**src/rtl/muldiv_ctrl.sv**
```systemverilog
// Multiply/divide sequencer: MUL_CYCLES-deep multiply or 32-step restoring divide, then sign/accumulate fixup.
// Latency accept->DONE: MUL_CYCLES+2 (mul) / 34 (div); stalls the pipe until release, holds DONE under i_pipe_stall.
module muldiv_ctrl #(
    parameter int MUL_CYCLES = 2
) (
    input  logic        i_clk,
    input  logic        i_rst,
    input  logic        i_start,
    input  logic [3:0]  i_op,
    input  logic [31:0] i_srca,
    input  logic [31:0] i_srcb,
    input  logic [31:0] i_hi,
    input  logic [31:0] i_lo,
    input  logic        i_flush,
    input  logic        i_pipe_stall,
    output logic        o_stall,
    output logic        o_busy,
    output logic        o_done,
    output logic [31:0] o_hi,
    output logic [31:0] o_lo,
    output logic        o_hilo_we,
    output logic [31:0] o_gpr_result,
    output logic        o_gpr_we
);
    typedef enum logic [2:0] {S_IDLE, S_MUL, S_DIV, S_FIX, S_DONE} state_t;

    state_t      r_state;
    logic [3:0]  r_op;
    logic        r_sa;
    logic        r_sb;
    logic [31:0] r_a;
    logic [31:0] r_b;
    logic [5:0]  r_cnt;
    logic [63:0] r_prod;
    logic [31:0] r_rem;
    logic [31:0] r_quo;

    logic        w_valid_op;
    logic        w_signed_op;
    logic        w_div_op_in;
    logic        w_accept;
    logic        w_release;
    logic        w_r_is_div;
    logic        w_r_is_gpr;
    logic [32:0] w_rem_sh;
    logic [32:0] w_diff;
    logic [63:0] w_prod;
    logic [63:0] w_mul_res;
    logic [31:0] w_div_q;
    logic [31:0] w_div_r;
    logic [31:0] w_a_raw;

    assign w_valid_op  = (i_op <= 4'd8);
    assign w_signed_op = ~i_op[0];
    assign w_div_op_in = (i_op[3:1] == 3'b001);
    assign w_accept    = (r_state == S_IDLE) & i_start & w_valid_op & ~i_flush;
    assign w_release   = (r_state == S_DONE) & ~i_pipe_stall & ~i_flush;
    assign w_r_is_div  = (r_op[3:1] == 3'b001);
    assign w_r_is_gpr  = (r_op == 4'd8);

    assign o_stall   = w_accept
                     | (r_state == S_MUL) | (r_state == S_DIV) | (r_state == S_FIX)
                     | ((r_state == S_DONE) & i_pipe_stall);
    assign o_busy    = (r_state != S_IDLE);
    assign o_done    = (r_state == S_DONE);
    assign o_hilo_we = w_release & ~w_r_is_gpr;
    assign o_gpr_we  = w_release & w_r_is_gpr;

    // One restoring step: shift next dividend bit into the partial remainder and trial-subtract.
    assign w_rem_sh = {r_rem, r_quo[31]};
    assign w_diff   = w_rem_sh - {1'b0, r_b};

    assign w_prod  = (r_sa ^ r_sb) ? (64'd0 - r_prod) : r_prod;
    assign w_div_q = (r_sa ^ r_sb) ? (32'd0 - r_quo) : r_quo;
    assign w_div_r = r_sa ? (32'd0 - r_rem) : r_rem;
    assign w_a_raw = r_sa ? (32'd0 - r_a) : r_a;

    always_comb begin
        w_mul_res = w_prod;
        case (r_op)
            4'd4, 4'd5: w_mul_res = {i_hi, i_lo} + w_prod;
            4'd6, 4'd7: w_mul_res = {i_hi, i_lo} - w_prod;
            default:    w_mul_res = w_prod;
        endcase
    end

    always_ff @(posedge i_clk or posedge i_rst) begin
        if (i_rst) begin
            r_state      <= S_IDLE;
            r_op         <= 4'd0;
            r_sa         <= 1'b0;
            r_sb         <= 1'b0;
            r_a          <= 32'd0;
            r_b          <= 32'd0;
            r_cnt        <= 6'd0;
            r_prod       <= 64'd0;
            r_rem        <= 32'd0;
            r_quo        <= 32'd0;
            o_hi         <= 32'd0;
            o_lo         <= 32'd0;
            o_gpr_result <= 32'd0;
        end else if (i_flush) begin
            r_state <= S_IDLE;
        end else begin
            case (r_state)
                S_IDLE: begin
                    if (w_accept) begin
                        r_op  <= i_op;
                        r_sa  <= w_signed_op & i_srca[31];
                        r_sb  <= w_signed_op & i_srcb[31];
                        r_a   <= (w_signed_op & i_srca[31]) ? (32'd0 - i_srca) : i_srca;
                        r_b   <= (w_signed_op & i_srcb[31]) ? (32'd0 - i_srcb) : i_srcb;
                        r_quo <= (w_signed_op & i_srca[31]) ? (32'd0 - i_srca) : i_srca;
                        r_rem <= 32'd0;
                        r_cnt <= 6'd0;
                        r_state <= w_div_op_in ? S_DIV : S_MUL;
                    end
                end
                S_MUL: begin
                    r_prod <= {32'd0, r_a} * {32'd0, r_b};
                    r_cnt  <= r_cnt + 6'd1;
                    if (r_cnt == 6'(MUL_CYCLES - 1))
                        r_state <= S_FIX;
                end
                S_DIV: begin
                    if (!w_diff[32]) begin
                        r_rem <= w_diff[31:0];
                        r_quo <= {r_quo[30:0], 1'b1};
                    end else begin
                        r_rem <= w_rem_sh[31:0];
                        r_quo <= {r_quo[30:0], 1'b0};
                    end
                    r_cnt <= r_cnt + 6'd1;
                    if (r_cnt == 6'd31)
                        r_state <= S_FIX;
                end
                S_FIX: begin
                    // Zero divisor bypasses the iterated result: all-ones quotient, dividend as remainder.
                    if (w_r_is_gpr) begin
                        o_gpr_result <= w_prod[31:0];
                    end else if (w_r_is_div) begin
                        if (r_b == 32'd0) begin
                            o_hi <= w_a_raw;
                            o_lo <= 32'hFFFF_FFFF;
                        end else begin
                            o_hi <= w_div_r;
                            o_lo <= w_div_q;
                        end
                    end else begin
                        o_hi <= w_mul_res[63:32];
                        o_lo <= w_mul_res[31:0];
                    end
                    r_state <= S_DONE;
                end
                S_DONE: begin
                    if (!i_pipe_stall)
                        r_state <= S_IDLE;
                end
                default: r_state <= S_IDLE;
            endcase
        end
    end
endmodule

```
**config.mk**
```make
export PLATFORM = sky130hd
export DESIGN_NAME = muldiv_ctrl
export DESIGN_NICKNAME = d
export VERILOG_FILES = /design/src/rtl/muldiv_ctrl.sv
export SDC_FILE = /design/constraint.sdc
export NUM_CORES = 2
export LEC_CHECK = 0
export ABC_AREA = 1
export BUFFER_PORTS_ARGS = -buffer_cell sky130_fd_sc_hd__buf_2
export CORE_ASPECT_RATIO = 2
export CORE_MARGIN = 2
export CORE_UTILIZATION = 36
export DETAILED_ROUTE_END_ITERATION = 6
export GPL_ROUTABILITY_DRIVEN = 0
export PLACE_DENSITY = 0.54
export SLEW_MARGIN = 20
export SYNTH_ARGS = -nofsm -noshare
export SYNTH_HDL_FRONTEND = slang
export SYNTH_SLANG_ARGS = --single-unit
```
**constraint.sdc**
```tcl
create_clock -name i_clk -period 10.7 [get_ports i_clk]
set_input_delay 2.14 -clock i_clk [delete_from_list [all_inputs] [get_ports i_clk]]
set_output_delay 2.14 -clock i_clk [all_outputs]
set_load 0.005 [all_outputs]
```
Word level (Yosys, flattened, before mapping)
Cells that the tools add are included.

Register bits: 303. Latch bits: 0. Bits in writable memories: 0. ROM bits: 0. Input port bits: 137. Output and inout port bits: 101. Memories: 0.

$add $sub $neg: 10. $mul: 1. Divide/modulo/power cells: 0. $lt $le $gt $ge: 1. Equal/unequal tests: 18. Shift operators: 0. Mux-type cells: 26. Bitwise gates (word level): 19. Reduce and logical (&&, ||, !) cells: 15.

Operator list (count): $mux W32 (12); $sub A1 B32 Y32 const A (5); $pmux W32 S2 (2); $pmux W64 S2 (1); $add A64 B64 Y64 (1); $mul A32 B32 Y64 (1); $mux W64 (1); $sub A1 B64 Y64 const A (1); $sub A64 B64 Y64 (1); $sub A33 B32 Y33 (1); $logic_not A32 Y1 (1); $eq A4 B3 Y1 const B (4); $mux W3 (5); $pmux W3 S5 (1); $reduce_and A3 Y1 (5); $pmux W6 S2 (1); $and A1 B1 Y1 (10); $eq A3 B1 Y1 const B (3); $add A6 B1 Y6 const B (1); $eq A3 B2 Y1 const B (2); $eq A6 B1 Y1 const B (1); $eq A6 B5 Y1 const B (1); $mux W6 (1); $ne A3 B2 Y1 const B (2); 16 further kinds (26).

Logic depth before layout (Yosys ltp)
Word-level depth: 8. Gate-level depth with buffers: 39. Depth with buffers taken out: 39.

Worst setup path before layout
No wires, ideal clock.

Path type: register -> register. From: register r_a[25]. To: register r_prod[62]. Setup time: 134 ps. Data arrival time: 6781 ps. Required time: 10566 ps. Setup slack: 3785 ps. Cell stages (with the launch flop): 30. Buffers on the path: 2. Path through: dfrtp_1 clkbuf_1 clkbuf_1 nand2_1 inv_1 fa_1 fa_1 inv_1 fa_1 fa_1 inv_1 fa_1 fa_1 fa_1 inv_1 fa_1 inv_1 ha_1 nand2_1 nor2_1 nand2_1 nor4_1 nand3_1 nand3_1 nand2_1 o211ai_1 a21oi_1 o21ai_0 xnor2_1 o21ai_0.

Cells in the longest elaborated chain, start to end: 1.

RTL lines: from (decl) (RTL line 31) `logic [31:0] r_a;`; from (signal assigned) (RTL line 111) `r_a <= (w_signed_op & i_srca[31]) ? (32'd0 - i_srca) : i_srca;`; $mul A32 B32 Y64 (RTL line 120) `r_prod <= {32'd0, r_a} * {32'd0, r_b};`; to (signal assigned) (RTL line 120); to (decl) (RTL line 34) `logic [63:0] r_prod;`.

No other way between the ends. A chain may end at the register's enable or synchronous reset.

Worst setup path in the final report
From: register r_a[9]. To: register r_prod[57].

Same word-level chain as after synthesis.

==> summary.txt <==
Setup Crit Path Kind = flip-flop to flip-flop
Outcome = complete, but fails checks
TritonCTS Buffers = 30
CTS Sinks = 303
H-tree levels = 1
Multi-input logic area = 44,700 um2
Hold Crit Class = flip-flop to flip-flop
Global-route wire length before repair = 404,000 um
Sequential fraction of the synthesis area = 12.3%
IO Count = 238
Clk buf depth = 3
Final hold vios = 0
Vias in the first global route = 62,421
Synth top area share = 29.1%
Die height = 590 um
Seq cells post-synth = 303
Count of input and output buffers = 237
Synth Instances = 8,852
Critical Path Fanout Max = 19
Slew Viols, Final = 0
Top cell by count, worst path = fa_1
Clk slew on worst S/H paths = 0.07 ns
Synth Flop Type = dfrtp_1
Drt initial violations = 5,135
WL final = 280,000 um
Max-Cap Viols = 0
# setup viols final = 0
# fillers = 18,159
# Post-CTS Setup Buffers = 0
# resized after CTS = 0
DIE AREA = 175,000 um2
Worst Path Arrival = 9.23 ns
Hpwl dp = 223,000 um
CTS tree = yes
Row cnt = 215
Vias = 59,597
Yosys top cell by area = fa_1
Fin Setup TNS = 0 ns
Worst-case reg-to-reg path depth = 26
Nets = 10,259
Period utilisation layout = 81.5%
Startpoint types = flip-flop
Average routed wire per standard cell = 25.1 um
Layout cells sized above 1 = 6.23%
Async S/R FF share, synth = 100%
Max stage delay on crit path = 1.11 ns
Worst path slowest cell = dfrtp_1
Core area = 171,000 um2
Final ANT Viol Nets = 0
Grt ovf = 0
Post-synth EDFFs = 0
Worst Tran Pin Value = 1.26 ns
Largest net degree at the start of global routing = 123
Post-layout min period = 8.72 ns
Die Wd = 297 um
Final Skew = 0.0542 ns
Post-Syn Area = 61,900 um2
Seq. cell area = 7580 um2
Final non-filler cell area = 66,500 um2
Unique masters post-synth = 54
Area delta synth->final = 7.58%
Syn nets = 10,253
GRT Total Usage = 31.6%
RSZ-0062 raised after global routing = false
Hold Path Stages = 2
DRC violations left = 1
DR pass1 iterations = 7
Failing checks = design-rule violations
Largest cells by area after synthesis = fa_1 29%, nand2_1 14%, inv_1 13%
Root Buffer = clkbuf_16
Starting Density = 36.2%
Avg Cell Area, Syn = 6.99 um2
Post-DP Area = 65,400 um2
Initial antenna violation count = 18
Yosys warning total = 0
Worst Path Required = 11.21 ns
Vias per Instance = 5.34
Slew headroom = 15.6%
Fmax = 115 MHz
Critical path endpoint category = flip-flop
Hold_buf cts = 0
Worst-skew pair later-pin latency = 0.70 ns
==> Yosys cell counts, types with 6 or more instances <==
master,number
nand2_1,2248
inv_1,2138
fa_1,898
nor2_1,560
o21ai_0,504
ha_1,366
clkbuf_1,333
a21oi_1,322
nand3_1,321
dfrtp_1,303
xor2_1,157
nor3_1,82
a31oi_1,69
o211ai_1,58
or2_2,55
xnor2_1,55
nand4_1,50
buf_1,47
nor4_1,33
o21bai_1,25
nand3b_1,22
a21o_1,17
o221ai_1,17
o21a_1,16
a21boi_0,14
o2111ai_1,14
nand2_2,10
inv_2,9
nor2_2,9
o31ai_1,8
a221oi_1,7
o22ai_1,7
and2_1,6
buf_4,6
nand2_4,6
nor2_4,6
o21ai_1,6
==> sequential cells by signal, summed over array words and instances, names as in the netlist, 3 cells and up <==
name / cells
r_prod: 64
o_gpr_result: 32
o_hi: 32
o_lo: 32
r_a: 32
r_b: 32
r_quo: 32
r_rem: 32
r_cnt: 6
r_op: 4
r_state: 3
==> area by class of cell <==
class                           instances  area share (%)
Multi-Input combinational cell       6004            67.2
Inverter                             2149            12.1
Timing Repair Buffer                  370            3.36
Sequential cell                       303            11.4
Clock inverter                         19           0.344
Antenna cell                            8          0.0301
Clock buffer                           36            1.24
Tap cell                             2278            4.28
==> critical path: cells and delay by family (launching register included) <==
family,cells,cell delay [ns]
fa+ha+maj,9,4.76
simple gates,8,1.30
flops,1,1.11
buf+inv,5,0.68
compound gates,3,0.53
xor+xnor,1,0.15
==> placed cells by master (no fill, tap or decap), types with 33 or more instances in the layout <==
master	instances
nand3_1	321
ha_1	366
fa_1	898
xor2_1	156
inv_1	2134
a31oi_1	69
o21ai_0	500
nor4_1	33
xnor2_1	55
dfrtp_1	301
nor2_1	552
nand2_1	2248
or2_2	55
nand4_1	50
nor3_1	80
buf_2	237
buf_4	129
o211ai_1	58
a21oi_1	322
==> final timing paths <==
kind                            startpoint          endpoint  slack, ns
worst max-delay path                r_a[9]        r_prod[57]       1.98
worst min-delay path               o_hi[7]           o_hi[7]       0.48
worst max register to register      r_a[9]        r_prod[57]       1.98
worst min register to register     o_hi[7]           o_hi[7]       0.48
max in group asynchronous            i_rst           r_b[15]       7.14
min in group asynchronous            i_rst  o_gpr_result[18]       1.51
==> cells by family after synthesis <==
group / share of synthesized area, %
adders and majority gates: 36.5
AOI/OAI and AO/OA: 9.98
DFF: 12.3
and+or+nand+nor: 22.7
xor gates and xnor gates: 3.00
buffers and inverters: 15.6
==> per-layer routing <==
metal	vias to the layer above	wire [um]	track usage, %	part of all wire (%)
met5	-	24	0	0.0086
met4	4	39200	35.5	14
met3	1228	18400	5.00	6.6
met2	2876	138000	55.7	49
met1	28927	85100	29.5	30
li1	26562	-	-	-
==> through the flow <==
step           hold slack [ns]  setup slack, ns  util (%)  cells
6_report                 0.478             1.98      38.9  11167
5_1_grt                  0.494             1.61      38.9  11163
4_1_cts                  0.482             2.25      38.9  11157
3_5_place_dp             0.463             2.32      38.2  11102
3_3_place_gp             0.457             2.21      38.2  11102
2_1_floorplan            0.453            0.186         -   8852
Power is left out: the tool's default activity adds up to more than one toggle a clock period on the data nets, which glitch-free logic cannot reach.
